<file path="src/rtl/run_detect_ctrl.sv">
// run_detect_ctrl: programmable run-length detector; counts bits that extend a run to >= cfg_len
//   clk, rst      : clock, synchronous active-high reset
//   start, abort  : begin with latched config (IDLE only) / return to IDLE from any state
//   cfg_len/mode/target : run length, polarity enables (bit0=1s, bit1=0s), events until done
//   bit_vld, bit_in : qualified serial bit stream
//   busy, hit, done, err : status; hit/done/err are one-cycle pulses
//   evt_cnt, run_len : event count since last accepted start, current saturating run length
module run_detect_ctrl #(
    parameter int CNT_W = 4,
    parameter int EVT_W = 8
) (
    input  logic             clk,
    input  logic             rst,
    input  logic             start,
    input  logic             abort,
    input  logic [CNT_W-1:0] cfg_len,
    input  logic [1:0]       cfg_mode,
    input  logic [EVT_W-1:0] cfg_target,
    input  logic             bit_vld,
    input  logic             bit_in,
    output logic             busy,
    output logic             hit,
    output logic             done,
    output logic             err,
    output logic [EVT_W-1:0] evt_cnt,
    output logic [CNT_W-1:0] run_len
);
    typedef enum logic [1:0] {IDLE, FIRST, RUN, DONE} state_t;
    state_t           state;
    logic [CNT_W-1:0] len_q;
    logic [1:0]       mode_q;
    logic [EVT_W-1:0] tgt_q;
    logic             last_bit;
    logic [CNT_W-1:0] len_nxt;
    logic [EVT_W-1:0] evt_nxt;
    logic             match;
    logic             bad_cfg;
    always_comb begin
        len_nxt = (bit_in != last_bit) ? CNT_W'(1) : (&run_len) ? run_len : run_len + CNT_W'(1);
        match   = (len_nxt >= len_q) && (bit_in ? mode_q[0] : mode_q[1]);
        evt_nxt = evt_cnt + EVT_W'(1);
        bad_cfg = (cfg_len < CNT_W'(2)) || (cfg_mode == 2'd0) || (cfg_target == '0);
    end
    assign busy = (state != IDLE);
    assign done = (state == DONE);
    always_ff @(posedge clk) begin
        if (rst) begin
            state    <= IDLE;
            hit      <= 1'b0;
            err      <= 1'b0;
            evt_cnt  <= '0;
            run_len  <= '0;
            last_bit <= 1'b0;
            len_q    <= '0;
            mode_q   <= '0;
            tgt_q    <= '0;
        end else begin
            hit <= 1'b0;
            err <= 1'b0;
            // abort suppresses start, hit and done for this edge; counters hold
            if (abort) begin
                state <= IDLE;
            end else begin
                case (state)
                    IDLE: begin
                        if (start && bad_cfg) begin
                            err <= 1'b1;
                        end else if (start) begin
                            len_q   <= cfg_len;
                            mode_q  <= cfg_mode;
                            tgt_q   <= cfg_target;
                            evt_cnt <= '0;
                            run_len <= '0;
                            state   <= FIRST;
                        end
                    end
                    FIRST: begin
                        if (bit_vld) begin
                            last_bit <= bit_in;
                            run_len  <= CNT_W'(1);
                            state    <= RUN;
                        end
                    end
                    RUN: begin
                        if (bit_vld) begin
                            last_bit <= bit_in;
                            run_len  <= len_nxt;
                            if (match) begin
                                hit     <= 1'b1;
                                evt_cnt <= evt_nxt;
                                state   <= (evt_nxt == tgt_q) ? DONE : RUN;
                            end
                        end
                    end
                    DONE: state <= IDLE;
                    default: state <= IDLE;
                endcase
            end
        end
    end
endmodule

</file>
<file path="config.mk">
export PLATFORM = sky130hd
export DESIGN_NAME = run_detect_ctrl
export DESIGN_NICKNAME = d
export VERILOG_FILES = /design/src/rtl/run_detect_ctrl.sv
export SDC_FILE = /design/constraint.sdc
export NUM_CORES = 1
export LEC_CHECK = 0
export ABC_AREA = 1
export BUFFER_PORTS_ARGS = -buffer_cell sky130_fd_sc_hd__buf_4
export CAP_MARGIN = 20
export CORE_MARGIN = 2
export CORE_UTILIZATION = 25
export DETAILED_ROUTE_END_ITERATION = 7
export HOLD_SLACK_MARGIN = 0.12
export PLACE_DENSITY = 0.5
export SLEW_MARGIN = 20
export SYNTH_ARGS = -nofsm -noshare
export SYNTH_HDL_FRONTEND = slang
export SYNTH_SLANG_ARGS = --single-unit
export TNS_END_PERCENT = 5
</file>
<file path="constraint.sdc">
create_clock -name clk -period 4.8 [get_ports clk]
set_input_delay 0.96 -clock clk [delete_from_list [all_inputs] [get_ports clk]]
set_output_delay 0.96 -clock clk [all_outputs]
set_load 0.01 [all_outputs]
</file>
==> results of run 1 <==
cell type report:
cell class | count | area [um^2] | share of cell area
clock buffers | 6 | 72.57 | 0.02965
flip-flops and latches | 31 | 620.6 | 0.2536
well taps | 102 | 127.6 | 0.05215
repair buffers | 35 | 262.8 | 0.1074
multi-input cells | 220 | 1101 | 0.4499
clock inverters | 2 | 60.06 | 0.02454
inverters | 54 | 202.7 | 0.08282
final timing paths:
check,end,slack [ns],cells past startpoint
max,evt_cnt[3],2.09,13
min,mode_q[1],0.46,2
max reg2reg,evt_cnt[3],2.41,15
min reg2reg,mode_q[1],0.46,2
cell families after synthesis:
group,count (synthesis)
AND/OR/NAND/NOR,158
adder cells (fa/ha/maj),11
flip-flops,31
buffers and inverters,60
XOR/XNOR,1
AO/OA/AOI/OAI,50
metal layers:
metal	GRT usage	vias up	wire, um
met1	0.1610	846	2476
met4	0.05515	0	101
met5	0	-	0
met3	0.02278	6	147
met2	0.1995	32	2252
li1	-	1046	-
metrics by stage:
step	utilization	instance area [um^2]
5_1_grt	0.3184	2447
2_1_floorplan	-	1964
3_5_place_dp	0.3011	2315
4_1_cts	0.3184	2447
6_report	0.3184	2447
3_3_place_gp	0.3011	2315
power by group:
group / switching, uW / total (uW) / internal, uW
sequential: 20.9 / 300 / 279
clock: 105 / 313 / 208
combinational: 113 / 189 / 76.1
critical path, stage by stage:
cell,delay (ns)
buf_4,0.13
xnor2_1,0.26
o21ai_0,0.14
a21oi_1,0.21
ha_1,0.30
a21oi_1,0.16
nand3_1,0.09
nand2_1,0.09
nand2_1,0.14
nand3_4,0.22
nand2_1,0.08
nand2_1,0.06
nor2_1,0.05
cell usage in the layout, fill, tap and decap left out, types with 5 or more instances in the layout:
cell / count
a21oi_1: 28
buf_4: 35
clkbuf_8: 5
dfxtp_1: 31
ha_1: 11
inv_1: 51
nand2_1: 79
nand3_1: 24
nor2_1: 39
o21ai_0: 19
registers in the layout, summed over array words and instances, names as in the netlist:
register	cells
hit	1
err	1
mode_q	2
state	2
evt_cnt	8
len_q	4
last_bit	1
run_len	4
tgt_q	8
==> run metrics, run 1 <==
Vias=roughly 1900; Critical Path Start=bit_in; vias in the first global route=1789; reg-to-reg critical path startpoint=run_len[1]; gpl congestion=~0.85; area leader, netlist=dfxtp_1; Hold Crit Start=mode_q[1]; FP Rows=32; syn nets=approximately 340; worst slew pin tran=0.8435 ns; top cells by area, synth=dfxtp_1, nand2_1, inv_1, nor2_1, a21oi_1; Fin Clk Skew=0.005989 ns; final hold violations=0; Top FF cell, synth=dfxtp_1; Routed WL=around 5000 um; final setup fails=0; maxcap violations=0; Mapped Cells=around 310; mapped cell area=a little under 2000 um^2; Synth top area share=0.3159; Setup CP Type=primary input to flip-flop; Initial DRC Count=120; Post-synth top cells=nand2_1, inv_1, nor2_1; initial core utilization=0.2555; register area share after synthesis=0.3159; maximum vdd drop=about 0.13 mV; total core area=7687 um^2; area grow syn2layout=24.59%; compound-gate portion of the synthesized area=0.1344; Pwr Total=~800 uW; Synth Register Bits=31; CTS clk-pin slew, worst paths=approximately 0.07 ns; post-DP HPWL=a little under 4000 um; final slew viol count=0; Tmin final=~2.7 ns; RSZ-0062 raised after global routing=false; Synth cell types=27; status=finished, final reports clean; first-pass GRT wire length=8355 um; share of post-route cells with drive strength above 1=0.1609; YS warnings=0; crit end category=flip-flop; Post-CTS Setup Inserts=0; Crit Path Max Fanout=15; die width=around 93 um; DRC violations left=0; Async SR Flop Fraction=0; mux share of post-synthesis cell area=0; worst hold margin=between 0.4 and 0.5 ns; fillers=~880; antenna violation net count after detailed routing=0; largest family of logic cells by synthesized area=simple AND/OR/NAND/NOR gates; nets@finish=about 380; most common cell in the netlist=nand2_1; Vias/cell=4.289; die height=around 93 um; required time of the critical path=~5 ns; hold_buf cts=0; Post-Place Setup Slack=~1.8 ns; setup slack after layout=roughly 2.1 ns; CTS Buffer Depth=2; Global Route Usage Sum=0.1237; Placed Cells=about 440; clk sinks=31; number of port buffers=35; CTS buffer count=5; DR WL/cell=approximately 11 um; Cell Count, Final, Fillers Out=between 400 and 500; setup TNS=0 ns; syn avg cell area=6.316 um^2; ant diodes=0; Pre-antenna DRT Iters=4; I/O Pins=36; worst path arrival time=2.90 ns; pwr/cell area=327.7 nW/um^2; Synth Area in Simple Gates=0.3516; max frequency=369.0 MHz; CTS root buf=clkbuf_8; largest net degree at the start of global routing=26; leakage=0.001168 uW; crit path launch type=primary input; Slew HR=0.4361; Min-Delay Path Class=flip-flop to flip-flop; EDFF count, synth=0; synthesized-area fraction occupied by adder cells=0.07006; gr ovfl total=0; CTS tree=built; Final Cycle Share=0.5646; CTS resizes=0; worst skew pair latency=a little under 0.3 ns; post-synthesis xor/xnor area fraction=0.004459; initial antenna violation count=0; die area=approximately 8600 um^2; CTS HTree Levels=2
Note: power is estimated with default switching activity, not from simulation.
==> run 2, diff against run 1 <==
==> constraint.sdc (replaced) <==
create_clock -name clk -period 2.55 [get_ports clk]
set_input_delay 0.51 -clock clk [delete_from_list [all_inputs] [get_ports clk]]
set_output_delay 0.51 -clock clk [all_outputs]
set_load 0.01 [all_outputs]
==> run metrics, run 2 (synthesized netlist as in run 1, its figures left out) <==
max frequency=roughly 450 MHz; total core area=~7700 um^2; Pre-antenna DRT Iters=4; area of the multi-input gates=around 1100 um^2; maximum vdd drop=roughly 0.22 mV; final slew viol count=0; Final Cycle Share=0.8787; die height=about 90 um; vias in the first global route=1833; Crit-path slowest cell=dfxtp_1; crit-path most repeated cell=nand2_1; CTS clk-pin slew, worst paths=~0.080 ns; RSZ-0062 raised after global routing=false; Setup CP Type=flip-flop to flip-flop; crit path launch type=flip-flop; hold_buf cts=0; maxcap violations=0; Global Route Usage Sum=0.1269; initial antenna violation count=0; gpl congestion=~0.85; fillers=869; required time of the critical path=approximately 2.8 ns; Tmin final=around 2.2 ns; worst reg-to-reg path cell count=14; Initial DRC Count=92; CTS Buffer Depth=2; antenna violation net count after detailed routing=0; CTS resizes=0; die area=~8600 um^2; Post-CTS Setup Inserts=0; worst skew pair latency=around 0.30 ns; worst slew pin tran=0.5067 ns; ant diodes=0; Post-Place Setup Slack=between 0.06 and 0.07 ns; Reg area=about 620 um^2; first-pass GRT wire length=8728 um; DRC violations left=0; leakage=between 0.001 and 0.0015 uW; FP Rows=32; nets@finish=385; DP Area=2360 um^2; CTS buffer count=5; crit end category=flip-flop; clk sinks=31; CTS tree=built; Vias=roughly 2000; final hold violations=0; Hold Crit Endpoint=evt_cnt[1]; Fin Clk Skew=0.01077 ns; Slew HR=0.6618; number of port buffers=35; largest net degree at the start of global routing=17; worst path arrival time=approximately 2.4 ns; Crit Path Max Fanout=7; initial core utilization=0.2555; DR WL/cell=around 11 um; CP peak stage delay=around 0.38 ns; final setup fails=0; Pwr Total=roughly 1300 uW; Vias/cell=about 4.4; reg-to-reg critical path startpoint=run_len[0]; post-DP HPWL=roughly 4000 um; commonest non-fill, non-tap cell in the layout=nand2_1; CTS HTree Levels=2; pwr/cell area=543.4 nW/um^2; share of post-route cells with drive strength above 1=0.1831; Reg2Reg Capture Point=evt_cnt[0]; reg2reg setup slack=a little over 0.3 ns; Routed WL=approximately 5200 um; gr ovfl total=0; I/O Pins=36; Hold Crit Start=rst; status=finished, final reports clean; die width=between 90 and 100 um; CTS root buf=clkbuf_8; leading cell types in the layout, fill and taps excluded=nand2_1, inv_1, buf_4; setup TNS=0 ns; critical-path cell list=ha_1 > nand3_1 > o21ai_0 > a21oi_1 > ha_1 > nand2_1 > nand2_1 > nand2_1 > nand3_1 > nand2_1 > nand2_2 > nand3_2 > a21oi_1 > nor2_1; area grow syn2layout=25.29%; Regs by FF count=evt_cnt: 8 flops, tgt_q: 8 flops; setup slack after layout=around 0.3 ns; hold path cells=2; Min-Delay Path Class=primary input to flip-flop; CP Buf/Inv Count=0; cell family with most CP delay=simple AND/OR/NAND/NOR gates; Final Instance Area=2461 um^2
## run 2: changes by cell type in the layout (fill, tap and decap cells not counted), sizes merged
cell	change
buf	+6
bufinv	-2
clkbuf	-1
clkinv	+1
clkinvlp	+2
nand3	+1
## run 2: worst register-to-register path, delay by kind of cell (launching register included)
kind | cells | cell delay [ns]
flip-flops | 1 | 0.38
AO/OA/AOI/OAI | 3 | 0.43
adder cells (fa/ha/maj) | 2 | 0.51
AND/OR/NAND/NOR | 9 | 0.84
## run 2: layout make-up
cell class | instances | area share
Clock buffer | 5 | 0.02796
Clock inverter | 3 | 0.008134
Inverter | 54 | 0.08236
Multi-Input combinational cell | 221 | 0.4525
Sequential cell | 31 | 0.2522
Tap cell | 102 | 0.05186
Timing Repair Buffer | 41 | 0.1251
## run 2: layer usage
metal	up-vias	GRT usage	share of wire
met5	-	0	0
met2	42	0.2001	0.46
met4	0	0.04044	0.014
met1	887	0.1748	0.48
met3	5	0.02441	0.041
li1	1069	-	-
## run 2: per-stage QoR
stage	cells	utilization	hold WS, ns
3_5_place_dp	448	0.3070	0.4628
6_report	457	0.3202	0.4383
3_3_place_gp	448	0.3070	0.4568
5_1_grt	457	0.3202	0.4306
2_1_floorplan	311	-	0.4324
4_1_cts	456	0.3185	0.4307
## run 2: power breakdown
group | internal (uW) | switching, uW | total, uW
Combinational | 154 | 223 | 377
Clock | 190 | 207 | 397
Sequential | 525 | 38.8 | 563
Total | 869 | 469 | 1340
## run 2: worst max-delay path by stage
stage / from / slack (ns) / to / cells past startpoint
2_1_floorplan: run_len[1] / 0.42 / evt_cnt[0] / 15
3_3_place_gp: bit_in / 0.13 / evt_cnt[0] / 13
3_5_place_dp: bit_in / 0.06 / evt_cnt[3] / 13
4_1_cts: run_len[0] / 0.25 / evt_cnt[3] / 14
5_1_grt: run_len[0] / 0.08 / evt_cnt[0] / 14
6_report: run_len[0] / 0.31 / evt_cnt[0] / 14
